**config.mk**
```make
export PLATFORM = sky130hd
export DESIGN_NAME = fpu_result_buffer
export DESIGN_NICKNAME = d
export VERILOG_FILES = /design/src/rtl/fpu_result_buffer.sv
export SDC_FILE = /design/constraint.sdc
export NUM_CORES = 1
export LEC_CHECK = 0
export ABC_AREA = 1
export CAP_MARGIN = 15
export CORE_MARGIN = 3
export CORE_UTILIZATION = 50
export DETAILED_ROUTE_END_ITERATION = 8
export PLACE_DENSITY = 0.73
export SLEW_MARGIN = 30
export SYNTH_ARGS = -nofsm -noshare
export SYNTH_HDL_FRONTEND = slang
export SYNTH_SLANG_ARGS = --single-unit
export TNS_END_PERCENT = 100
```
**constraint.sdc**
```tcl
create_clock -name clk -period 3.73 [get_ports clk]
set_clock_uncertainty 0.05 [all_clocks]
set_input_delay 0.9325 -clock clk [delete_from_list [all_inputs] [get_ports clk]]
set_output_delay 0.9325 -clock clk [all_outputs]
set_load 0.005 [all_outputs]
```
**src/rtl/fpu_result_buffer.sv**
```systemverilog
// fpu_result_buffer: classifies FPU results into a first-word-fall-through FIFO,
// tracks in-flight ops to gate the issuer, and keeps sticky status flags.
module fpu_result_buffer #(
  parameter int EXPONENT_WIDTH = 8,
  parameter int MANTISSA_WIDTH = 23,
  parameter int DEPTH = 4,
  parameter int PIPE_LATENCY = 2,
  localparam int W = EXPONENT_WIDTH + MANTISSA_WIDTH + 1,
  localparam int CW = $clog2(DEPTH + 1)
) (
  input  logic          clk,
  input  logic          rst,
  input  logic          issue_fire,
  input  logic          fpu_valid,
  input  logic [W-1:0]  fpu_result,
  input  logic          fpu_exception,
  output logic          issue_ok,
  output logic          out_valid,
  input  logic          out_ready,
  output logic [W-1:0]  out_result,
  output logic [2:0]    out_class,
  output logic          out_exception,
  output logic [CW-1:0] count,
  output logic [3:0]    sticky_flags,
  input  logic          flags_clear
);
  localparam int PW = DEPTH > 1 ? $clog2(DEPTH) : 1;
  localparam int IW = $clog2(DEPTH + PIPE_LATENCY + 1) + 1;
  localparam int SW = IW + 1;
  localparam logic [CW-1:0] full_count = CW'(DEPTH);
  localparam logic [PW-1:0] last_ptr = PW'(DEPTH - 1);
  localparam logic [SW-1:0] depth_sum = SW'(DEPTH);
  localparam logic [IW-1:0] inflight_max = '1;
  logic [W-1:0] mem_result [DEPTH];
  logic [2:0] mem_class [DEPTH];
  logic mem_exception [DEPTH];
  logic [PW-1:0] rd_ptr, wr_ptr;
  logic [IW-1:0] inflight;
  logic [EXPONENT_WIDTH-1:0] exp_f;
  logic [MANTISSA_WIDTH-1:0] mant;
  logic [2:0] cls;
  logic tracked, stray, pop, push, drop, over_issue;
  always_comb begin
    exp_f = fpu_result[W-2:MANTISSA_WIDTH];
    mant = fpu_result[MANTISSA_WIDTH-1:0];
    cls = exp_f == '0 ? (mant == '0 ? 3'd0 : 3'd1)
        : &exp_f ? (mant == '0 ? 3'd3 : mant[MANTISSA_WIDTH-1] ? 3'd4 : 3'd5)
        : 3'd2;
    tracked = fpu_valid && inflight != '0;
    stray = fpu_valid && inflight == '0;
    pop = out_valid && out_ready;
    push = tracked && (count != full_count || pop);
    drop = fpu_valid && !push;
    over_issue = issue_fire && !issue_ok;
  end
  assign out_valid = count != '0;
  assign out_result = out_valid ? mem_result[rd_ptr] : '0;
  assign out_class = out_valid ? mem_class[rd_ptr] : 3'd0;
  assign out_exception = out_valid && mem_exception[rd_ptr];
  assign issue_ok = !rst && (SW'(count) + SW'(inflight)) < depth_sum;
  always_ff @(posedge clk) begin
    if (push) begin
      mem_result[wr_ptr] <= fpu_result;
      mem_class[wr_ptr] <= cls;
      mem_exception[wr_ptr] <= fpu_exception;
    end
  end
  // Untracked results (e.g. from ops issued before reset) never enter the FIFO.
  always_ff @(posedge clk) begin
    if (rst) begin
      rd_ptr <= '0;
      wr_ptr <= '0;
      count <= '0;
      inflight <= '0;
      sticky_flags <= '0;
    end else begin
      if (push) wr_ptr <= wr_ptr == last_ptr ? '0 : wr_ptr + 1'b1;
      if (pop) rd_ptr <= rd_ptr == last_ptr ? '0 : rd_ptr + 1'b1;
      count <= count + CW'(push) - CW'(pop);
      inflight <= issue_fire && !fpu_valid ? (inflight == inflight_max ? inflight : inflight + 1'b1)
                : tracked && !issue_fire ? inflight - 1'b1
                : inflight;
      sticky_flags <= (flags_clear ? 4'b0 : sticky_flags)
                    | {drop || stray || over_issue, push && cls == 3'd3,
                       push && (cls == 3'd4 || cls == 3'd5), push && fpu_exception};
    end
  end
endmodule

```
==> results.sh <==
export IMPL_status="finished, final reports clean"
export IMPL_area_growth_pct=24.9
export IMPL_rsz0062_at_grt="no"
export IMPL_postSynthCellCount=590
export IMPL_vias=4608
export IMPL_regToRegSetupSlack_ns=1.57
export IMPL_cts_tree="done"
export IMPL_wl_per_cell_um=16.0
export IMPL_n_antenna_cell=0
export IMPL_fmax_mhz=280
export IMPL_tritoncts_num_buffers=17
export IMPL_grt_overflow_total=0
export IMPL_min_path_type="flop to flop"
export IMPL_ios=84
export IMPL_crit_slowest_cell="dfxtp_2"
export IMPL_drv_cap=0
export IMPL_syn_area_um2=6710
export IMPL_critPathTopFamily="buffers and inverters"
export IMPL_cts_resized=0
export IMPL_wl_met2_um=6960
export IMPL_hold_violations=0
export IMPL_numClockSinks=161
export IMPL_worstMarginPinSlew_ns=0.739
export IMPL_slowest_delay_ns=0.68
export IMPL_fp_coreArea_um2=12900
export IMPL_wl_met3_um=901
export IMPL_cp_common_cell="nor2_1"
export IMPL_cts_hold_buf=0
export IMPL_place_gp_congestion=0.822
export IMPL_cp_end_kind="output port"
export IMPL_die_h_um=122
export IMPL_setup_tns_ns=0
export IMPL_clkLatencyLatePin_ns=0.42
export IMPL_dp_hpwl_um=8870
export IMPL_cp_cell_sequence="buf_4 -> nor2_1 -> nor2_1 -> o21ai_1 -> a21oi_1 -> clkdlybuf4s50_1"
export IMPL_p_per_area_nw_per_um2=703
export IMPL_nets=733
export IMPL_die_w_um=122
export IMPL_final_cells=866
export IMPL_postRouteAntennaNets=0
export IMPL_pre_cts_ws_ns=0.564
export IMPL_drv_slew=0
export IMPL_fillers=958
export IMPL_path_buf_inv=2
export IMPL_min_period_ns=3.57
export IMPL_clkSlewWorstSetupHoldPaths_ns=0.06
export IMPL_multi_input_area_um2=1810
export IMPL_power_leakage_nw=2.96
export IMPL_routed_wl_um=13900
export IMPL_finalSetupViolCount=0
export IMPL_critPathKind="flop to output port"
export IMPL_antenna_found_initial=0
export IMPL_h_tree_depth=4
export IMPL_worstPathArrival_ns=2.58
export IMPL_clockBufferDepth=2
export IMPL_start_kind="flop"
export IMPL_num_rows=41
export IMPL_max_slew_margin_pct=50.7
export IMPL_critPathRequiredTime_ns=2.75
export IMPL_ys_warn_count=0
export IMPL_yosys_top_cells_area="edfxtp_1 64%, nor2_1 10%, o21ai_1 5.5%"
export IMPL_most_common_layout_cells="178 x nor2_1, 144 x edfxtp_1, 83 x clkdlybuf4s50_1, 74 x o21ai_1, 42 x a21oi_1"
export IMPL_synth_cell_types=26
export IMPL_synth_seq_cells=161
export IMPL_first_global_vias=4712
export IMPL_dpl_cell_count=834
export IMPL_dpl_cell_area_um2=7760
export IMPL_yosys_area_top_type="edfxtp_1"
export IMPL_met1_length_um=5860
export IMPL_cp_max_fo=29
export IMPL_start_util_pct=52.1
export IMPL_syn_num_nets=642
export IMPL_sequential_cell_area_um2=4670
export IMPL_drt_pass1_iterations=5
export IMPL_grt_pass1_wl_um=22300
export IMPL_io_buffer_count=83
export IMPL_fin_crit_sh_pct=95.6
export IMPL_fp_dieArea_um2=14800
export IMPL_avgSynthCellArea_um2=11.4
export IMPL_vias_per_cell=5.32
export IMPL_grt_max_degree=37
export IMPL_drtIter0Drc=477
export IMPL_post_cts_buffers=0
export IMPL_final_setup_worst_slack_ns=0.165
export IMPL_ir_drop_uv=380
export IMPL_final_common_cell="nor2_1"
export IMPL_finalInstanceArea_um2=8380
export IMPL_cts_root_buf="clkbuf_16"
export IMPL_drcViolationCount=0
export IMPL_grt_util_all_layers_pct=19.6
export IMPL_post_route_cells_drive_above_1_share_pct=9.65
export IMPL_yosysSeqAreaShare_pct=69.5
export IMPL_synth_top_area_share_pct=64.5
export IMPL_top_layer="met4"
-- report_power, final --
part | internal [mW] | switching, mW
clock | 1.12 | 0.657
sequential | 2.14 | 0.0949
combinational | 0.881 | 1.01
-- worst min-delay path, cell delays in order (launching register included) --
cell and delay (ns):
dfxtp_1 0.31, nand2_1 0.08, a21oi_2 0.05
-- routing by layer --
| layer | global-route usage [%] | vias to the layer above |
|---|---|---|
| met5 | 0 | - |
| met4 | 7.35 | 0 |
| met3 | 5.34 | 17 |
| met2 | 33.1 | 156 |
| met1 | 24.2 | 2220 |
| li1 | - | 2215 |
-- sequential cells by signal, summed over array words and instances, names as in the netlist, named ones only --
name and count:
rd_ptr 2, mem_result 128, mem_exception 4, count 3
sticky_flags 4, mem_class 12, wr_ptr 2, inflight 4
-- cell families (layout without fill, tap and decap cells) --
| group | after synthesis | after routing | share of synthesized area [%] |
|---|---|---|---|
| buffers and inverters | 55 | 159 | 3.88 |
| adders and majority gates | 13 | 13 | 2.65 |
| DFF | 161 | 161 | 69.5 |
| xor gates and xnor gates | 4 | 4 | 0.522 |
| and+or+nand+nor | 230 | 230 | 13.7 |
| AOI/OAI and AO/OA | 127 | 127 | 9.77 |
-- worst paths after layout --
check | start | cells past startpoint | to
min reg2reg | sticky_flags[1]$_SDFF_PP0_ | 2 | sticky_flags[1]$_SDFF_PP0_
max | flop | 6 | out_result[1]
min | sticky_flags[1]$_SDFF_PP0_ | 2 | sticky_flags[1]$_SDFF_PP0_
max reg2reg | inflight[1]$_SDFFE_PP0P_ | 9 | count[2]$_SDFF_PP0_
-- cell type report --
cell class / instances / share of cell area (%)
Clock buffer: 18 / 5.12
Clock inverter: 14 / 2.24
Inverter: 29 / 1.34
Multi-Input combinational cell: 374 / 21.6
Sequential cell: 161 / 55.7
Tap cell: 172 / 2.57
Timing Repair Buffer: 98 / 11.4
-- synth_stat cells (all sizes together) --
| cell type | n |
|---|---|
| clkinv | 1 |
| inv | 28 |
| nor2 | 183 |
| and2 | 1 |
| nand3 | 10 |
| o21ai | 80 |
| a21oi | 46 |
| edfxtp | 144 |
| ha | 11 |
| o211a | 1 |
| fa | 2 |
| xor2 | 1 |
| nand2 | 34 |
| dfxtp | 17 |
| xnor2 | 3 |
| nor4 | 2 |
| buf | 26 |
-- through the flow --
step                power, mW  utilization (%)  hold slack, ns
floorplan                3.23                -           0.410
global placement         4.11             60.3           0.414
detailed placement       4.17             60.3           0.420
CTS                      5.94             65.1           0.436
global route             6.22             65.1           0.458
finish                   5.89             65.1           0.434
(Power assumes the default switching activity.)
